File: config.mk
export PLATFORM = sky130hd
export DESIGN_NAME = imem_loader
export DESIGN_NICKNAME = d
export VERILOG_FILES = /design/src/rtl/imem_loader.sv
export SDC_FILE = /design/constraint.sdc
export NUM_CORES = 1
export LEC_CHECK = 0
export BUFFER_PORTS_ARGS = -buffer_cell sky130_fd_sc_hd__buf_4
export CORE_MARGIN = 1
export CORE_UTILIZATION = 30
export CTS_CLUSTER_DIAMETER = 30
export DETAILED_ROUTE_END_ITERATION = 10
export GPL_TIMING_DRIVEN = 0
export PLACE_DENSITY_LB_ADDON = 0.05
export SLEW_MARGIN = 25
export SYNTH_ARGS = -nofsm -noshare
export SYNTH_HDL_FRONTEND = slang
export SYNTH_SLANG_ARGS = --single-unit
File: constraint.sdc
create_clock -name CLK -period 2.3 [get_ports CLK]
set_input_delay 0.115 -clock CLK [delete_from_list [all_inputs] [get_ports CLK]]
set_output_delay 0.115 -clock CLK [all_outputs]
set_load 0.02 [all_outputs]
File: src/rtl/imem_loader.sv
// UART boot loader: receives an A5-framed, length-prefixed, XOR-checksummed byte
// stream and writes it as little-endian 32-bit words into instruction memory.
module imem_loader #(
  parameter int CLK_FREQ_HZ = 40000000,
  parameter int BAUD        = 115200,
  parameter int ADDR_W      = 10
) (
  input  logic              CLK,
  input  logic              RST,
  input  logic              UART_RX,
  output logic              IMEM_W_En,
  output logic [ADDR_W-1:0] IMEM_W_Addr,
  output logic [31:0]       IMEM_W_Data,
  output logic              Core_Hold,
  output logic              Load_Done,
  output logic              Load_Err
);

  localparam int DIV   = CLK_FREQ_HZ / BAUD;
  localparam int HALF  = DIV / 2;
  localparam int CNT_W = $clog2(DIV + 1);

  localparam logic [1:0] RX_IDLE  = 2'd0;
  localparam logic [1:0] RX_START = 2'd1;
  localparam logic [1:0] RX_DATA  = 2'd2;
  localparam logic [1:0] RX_STOP  = 2'd3;

  localparam logic [2:0] S_IDLE   = 3'd0;
  localparam logic [2:0] S_LEN_LO = 3'd1;
  localparam logic [2:0] S_LEN_HI = 3'd2;
  localparam logic [2:0] S_DATA   = 3'd3;
  localparam logic [2:0] S_CHK    = 3'd4;
  localparam logic [2:0] S_DONE   = 3'd5;
  localparam logic [2:0] S_ERR    = 3'd6;

  logic              rx_s1_q, rx_s2_q, rx_prev_q;
  logic [1:0]        rx_state_q, rx_state_d;
  logic [CNT_W-1:0]  cnt_q, cnt_d;
  logic [2:0]        bit_idx_q, bit_idx_d;
  logic [7:0]        shift_q, shift_d;
  logic              byte_vld_q, byte_vld_d;
  logic              frame_err_q, frame_err_d;

  logic [2:0]        state_q, state_d;
  logic [15:0]       len_q, len_d;
  logic [ADDR_W:0]   idx_q, idx_d;
  logic [1:0]        byte_cnt_q, byte_cnt_d;
  logic [23:0]       word_q, word_d;
  logic [7:0]        chk_q, chk_d;
  logic              w_en_q, w_en_d;
  logic [ADDR_W-1:0] w_addr_q, w_addr_d;
  logic [31:0]       w_data_q, w_data_d;
  logic              hold_q, hold_d;
  logic              done_q, done_d;
  logic              err_q, err_d;
  logic [15:0]       count_w;

  assign IMEM_W_En   = w_en_q;
  assign IMEM_W_Addr = w_addr_q;
  assign IMEM_W_Data = w_data_q;
  assign Core_Hold   = hold_q;
  assign Load_Done   = done_q;
  assign Load_Err    = err_q;

  // Receiver: a start edge is re-checked at mid-bit so short glitches are dropped.
  always_comb begin
    rx_state_d  = rx_state_q;
    cnt_d       = cnt_q;
    bit_idx_d   = bit_idx_q;
    shift_d     = shift_q;
    byte_vld_d  = 1'b0;
    frame_err_d = 1'b0;
    case (rx_state_q)
      RX_IDLE: begin
        if (rx_prev_q && !rx_s2_q) begin
          rx_state_d = RX_START;
          cnt_d      = CNT_W'(HALF - 1);
        end
      end
      RX_START: begin
        if (cnt_q == '0) begin
          if (!rx_s2_q) begin
            rx_state_d = RX_DATA;
            cnt_d      = CNT_W'(DIV - 1);
            bit_idx_d  = 3'd0;
          end else begin
            rx_state_d = RX_IDLE;
          end
        end else begin
          cnt_d = cnt_q - 1'b1;
        end
      end
      RX_DATA: begin
        if (cnt_q == '0) begin
          shift_d = {rx_s2_q, shift_q[7:1]};
          cnt_d   = CNT_W'(DIV - 1);
          if (bit_idx_q == 3'd7) rx_state_d = RX_STOP;
          else                   bit_idx_d  = bit_idx_q + 1'b1;
        end else begin
          cnt_d = cnt_q - 1'b1;
        end
      end
      default: begin
        if (cnt_q == '0) begin
          byte_vld_d  = rx_s2_q;
          frame_err_d = !rx_s2_q;
          rx_state_d  = RX_IDLE;
        end else begin
          cnt_d = cnt_q - 1'b1;
        end
      end
    endcase
  end

  assign count_w = {shift_q, len_q[7:0]};

  always_comb begin
    state_d    = state_q;
    len_d      = len_q;
    idx_d      = idx_q;
    byte_cnt_d = byte_cnt_q;
    word_d     = word_q;
    chk_d      = chk_q;
    w_en_d     = 1'b0;
    w_addr_d   = w_addr_q;
    w_data_d   = w_data_q;
    hold_d     = hold_q;
    done_d     = done_q;
    err_d      = err_q;
    case (state_q)
      S_IDLE, S_DONE, S_ERR: begin
        if (byte_vld_q && shift_q == 8'hA5) begin
          state_d    = S_LEN_LO;
          done_d     = 1'b0;
          err_d      = 1'b0;
          hold_d     = 1'b1;
          idx_d      = '0;
          chk_d      = 8'h00;
          byte_cnt_d = 2'd0;
        end
      end
      default: begin
        if (frame_err_q) begin
          state_d = S_ERR;
          err_d   = 1'b1;
        end else if (byte_vld_q) begin
          case (state_q)
            S_LEN_LO: begin
              len_d   = {8'h00, shift_q};
              state_d = S_LEN_HI;
            end
            S_LEN_HI: begin
              len_d = count_w;
              if (count_w == 16'd0 || 32'(count_w) > (32'd1 << ADDR_W)) begin
                state_d = S_ERR;
                err_d   = 1'b1;
              end else begin
                state_d = S_DATA;
              end
            end
            S_DATA: begin
              chk_d = chk_q ^ shift_q;
              if (byte_cnt_q == 2'd3) begin
                w_en_d     = 1'b1;
                w_addr_d   = idx_q[ADDR_W-1:0];
                w_data_d   = {shift_q, word_q};
                idx_d      = idx_q + 1'b1;
                byte_cnt_d = 2'd0;
                if (32'(idx_q) + 32'd1 == 32'(len_q)) state_d = S_CHK;
              end else begin
                word_d     = {shift_q, word_q[23:8]};
                byte_cnt_d = byte_cnt_q + 1'b1;
              end
            end
            default: begin
              if (shift_q == chk_q) begin
                state_d = S_DONE;
                done_d  = 1'b1;
                hold_d  = 1'b0;
              end else begin
                state_d = S_ERR;
                err_d   = 1'b1;
              end
            end
          endcase
        end
      end
    endcase
  end

  always_ff @(posedge CLK or negedge RST) begin
    if (!RST) begin
      rx_s1_q     <= 1'b1;
      rx_s2_q     <= 1'b1;
      rx_prev_q   <= 1'b1;
      rx_state_q  <= RX_IDLE;
      cnt_q       <= '0;
      bit_idx_q   <= 3'd0;
      shift_q     <= 8'h00;
      byte_vld_q  <= 1'b0;
      frame_err_q <= 1'b0;
      state_q     <= S_IDLE;
      len_q       <= 16'd0;
      idx_q       <= '0;
      byte_cnt_q  <= 2'd0;
      word_q      <= 24'd0;
      chk_q       <= 8'h00;
      w_en_q      <= 1'b0;
      w_addr_q    <= '0;
      w_data_q    <= 32'd0;
      hold_q      <= 1'b0;
      done_q      <= 1'b0;
      err_q       <= 1'b0;
    end else begin
      rx_s1_q     <= UART_RX;
      rx_s2_q     <= rx_s1_q;
      rx_prev_q   <= rx_s2_q;
      rx_state_q  <= rx_state_d;
      cnt_q       <= cnt_d;
      bit_idx_q   <= bit_idx_d;
      shift_q     <= shift_d;
      byte_vld_q  <= byte_vld_d;
      frame_err_q <= frame_err_d;
      state_q     <= state_d;
      len_q       <= len_d;
      idx_q       <= idx_d;
      byte_cnt_q  <= byte_cnt_d;
      word_q      <= word_d;
      chk_q       <= chk_d;
      w_en_q      <= w_en_d;
      w_addr_q    <= w_addr_d;
      w_data_q    <= w_data_d;
      hold_q      <= hold_d;
      done_q      <= done_d;
      err_q       <= err_d;
    end
  end

endmodule

==> key figures <==
Synthesis
  – Mux contribution to synthesized area: 5.97%
  – Syn. warnings: 0
  – Yosys cell types: 63
  – Most instantiated library cell after synthesis: nand2_1
  – Top FF cell, synth: dfrtp_1
  – Synth async-reset ratio: 100%
  – Simple-gate share of the synthesized area: 19.6%
  – Commonest cells post-synth: nand2_1 (187), dfrtp_1 (134), o21ai_0 (60)
  – Proportion of netlist area held by the largest area contributor: 52.5%
  – Mapped Cells: 661
  – Synthesized Nets: 674
  – Count of flip-flops with a built-in enable after synthesis: 0
  – Largest family of logic cells by synthesized area: simple AND/OR/NAND/NOR gates
  – Avg Cell Area, Syn: 9.67 um^2
  – Synthesized flop and latch total: 137
  – Register area share after synthesis: 53.7%
  – Mapped Area: 6390 um^2
  – XOR/XNOR Fraction of Synth Area: 3.43%
  – Synth area leaders: dfrtp_1 (52%), nand2_1 (11%), mux2_2 (5.8%)
  – Post-synth top area cell: dfrtp_1
  – Synth Area in Compound Gates: 12.0%
  – Post-Synth Adder-Cell Area: 1.96%

Placement
  – Placed Instance Area: 7130 um^2
  – Port Buffers: 48
  – DPL Wire Length: 10600 um
  – Placer's final routability congestion estimate: 0.808

Timing
  – Max Freq: 403 MHz
  – Slew headroom: 49.5%
  – Period utilisation layout: 108%
  – Count of pins over their slew limit: 0
  – RSZ-0062 raised after global routing: yes
  – Setup violations, final: 21
  – Setup WS post-layout: -0.179 ns
  – Worst-margin pin slew: 0.749 ns
  – Minimum clock period: 2.48 ns
  – Worst Clk Skew: 0.00770 ns
  – Fin. Hold Viols: 0
  – Min Hold Slack: 0.200 ns

Route
  – Drt via density: 4.77
  – Vias: 4954
  – Pre-Repair DR Iteration Count: 4
  – DRC Markers: 0
  – 1st-iter DRT viols: 238
  – Detail Route Antenna Nets: 0
  – Post-DR wirelength/cell: 15.5 um
  – WL final: 16100 um

Critical path
  – Worst Path Max Fanout: 5
  – Worst Path Required: 2.61 ns
  – Worst reg2reg setup slack: -0.18 ns
  – Worst r2r src: cnt_q[0]$_DFFE_PN0P_
  – Reg2reg end: cnt_q[2]$_DFFE_PN0P_
  – R2R depth: 8
  – Critical path capture point type: register
  – CP Launch Type: register
  – Worst Path Arrival: 2.79 ns
  – Critical path class: reg -> reg

Final layout
  – Share of cells above drive strength 1: 27.1%
  – Area delta synth->final: 28.2%
  – Core Util, Final: 39.1%
  – Cell area after layout: 8190 um^2
  – Diodes inserted: 0
  – Post-layout nets: 764

Pwr
  – Overall Power: 6.74 mW
  – Pleak: 3.98 nW
  – Pwr Density: 822 nW/um^2
  – Max VDD drop: 513 uV

Floorplan
  – Initial Utilization: 30.5%
  – Core area: 21000 um^2
  – IO Count: 49
  – Die ar.: 21900 um^2
  – Die width: 148 um
  – Num rows: 53
  – Chip Height: 148 um

Global route
  – Most used routing layer: met2
  – Met1 GRT Util: 21.4%
  – Global Route Usage Sum: 15.6%
  – First-pass GRT wire length: 26500 um
  – Antenna violations before repair: 0
  – Congestion Overflow GR: 0
  – Largest net degree at the start of global routing: 87
  – Met2 Use GR: 24.8%
  – Vias in the first global route: 4826
  – Met3 Usage GRT: 2.78%

Clocking
  – # clock sinks: 137
  – TritonCTS Buffers: 17
  – # H-tree levels: 4
  – Clock Tree Buf Depth: 2
  – Cell chosen for the clock root: clkbuf_16
  – TritonCTS clock tree: yes
  – Clock slew at reported path FFs: 0.07 ns
  – Worst skew pair latency: 0.42 ns

Outcome
  – Failing checks: negative setup slack
  – Status: complete, but fails checks

Worst hold path
  – Worst min path class: in -> async

Run
  – Max-cap violations: 0
[sequential cells by signal, indices dropped and copies added (netlist names), 2 cells and up]
register and flops:
bit_idx_q 3, cnt_q 9, word_q 24, len_q 16, byte_cnt_q 2, rx_state_q 2, IMEM_W_Addr 10, chk_q 8
idx_q 11, state_q 3, IMEM_W_Data 32, shift_q 8
[placed cells by master, fill, tap and decap left out, types with 3 or more instances in the layout]
cell type	instances
dfstp_2	3
dfrtp_2	5
nand4_1	7
nand2_1	184
clkbuf_2	6
or3_1	4
o21ai_1	7
o22ai_1	3
nor2_1	36
clkinv_4	3
buf_2	8
nand2b_1	8
buf_4	72
inv_1	12
a21oi_1	7
nor3_1	10
nand3_1	4
o21a_1	5
clkbuf_16	17
ha_1	8
o21ai_2	6
a22o_1	12
clkbuf_1	11
xor2_1	5
buf_6	3
o21ai_0	50
nor4_1	3
inv_8	3
mux2_2	33
inv_6	5
dfrtp_1	129
xnor2_1	18
o31ai_1	4
and3_1	4
[worst max path at each step]
stage / from / endpoint / slack [ns] / cells after the start
floorplan: cnt_q[0]$_DFFE_PN0P_ / cnt_q[5]$_DFFE_PN0P_ / -0.07 / 8
global placement: idx_q[0]$_DFFE_PN0P_ / state_q[0]$_DFFE_PN0P_ / -0.51 / 7
detailed placement: idx_q[0]$_DFFE_PN0P_ / state_q[0]$_DFFE_PN0P_ / -0.51 / 7
CTS: cnt_q[0]$_DFFE_PN0P_ / cnt_q[2]$_DFFE_PN0P_ / -0.17 / 8
global route: cnt_q[0]$_DFFE_PN0P_ / rx_state_q[1]$_DFFE_PN0P_ / -0.24 / 9
finish: cnt_q[0]$_DFFE_PN0P_ / cnt_q[2]$_DFFE_PN0P_ / -0.18 / 8
[layer usage]
layer | wire [um] | vias to the layer above | share of wire, %
met3 | 480 | 18 | 3.0
met1 | 7790 | 2409 | 48
met5 | 0 | - | 0
met4 | 224 | 0 | 1.4
met2 | 7610 | 85 | 47
li1 | - | 2442 | -
[final cells by class]
| cell class | count | area, um^2 |
|---|---|---|
| multi-input cells | 473 | 2960 |
| clock buffers | 17 | 425 |
| inverters | 15 | 58.8 |
| clock inverters | 15 | 185 |
| plain buffers | 30 | 155 |
| repair buffers | 77 | 631 |
| well taps | 275 | 344 |
| fillers | 2133 | 12800 |
| flip-flops and latches | 137 | 3440 |
[through the flow]
step | TNS [ns] | setup WS, ns | instances
after CTS | -1.89 | -0.175 | 1025
final | -2.37 | -0.179 | 1039
after detailed placement | -24.71 | -0.511 | 985
after global routing | -4.20 | -0.243 | 1039
after global placement | -23.40 | -0.512 | 984
after floorplan | -0.299 | -0.0743 | 661
[what timing repair did]
item,in CTS,in global routing
hold buffers,2,0
pin swaps,2,14
setup buffers,9,16
gates resized for setup,38,40
cloned,1,0
hold endpoints to repair,52,0
setup endpoints to repair,106,101
[cells by family (layout without fill, tap and decap cells)]
| group | after synthesis | in the layout |
|---|---|---|
| multiplexers | 34 | 34 |
| flip-flops | 137 | 137 |
| AO/OA/AOI/OAI | 120 | 120 |
| buffers and inverters | 51 | 154 |
| adder cells (fa/ha/maj) | 10 | 10 |
| AND/OR/NAND/NOR | 284 | 284 |
| XOR/XNOR | 25 | 25 |
[power by group]
| group | internal, mW | total, mW | switching, mW | leakage, nW |
|---|---|---|---|---|
| clock network | 1.65 | 2.84 | 1.19 | 0.302 |
| registers | 2.52 | 2.63 | 0.113 | 1.88 |
| logic | 0.552 | 1.26 | 0.709 | 1.80 |
[worst max-delay path: stages (launching register included)]
cell     delay, ns
dfrtp_1       0.39
inv_2         0.09
ha_4          0.13
or3b_4        0.38
or4b_4        0.54
or2_4         0.28
o21a_4        0.24
buf_6         0.13
a22o_1        0.20
Note: power is estimated with default switching activity, not from simulation.
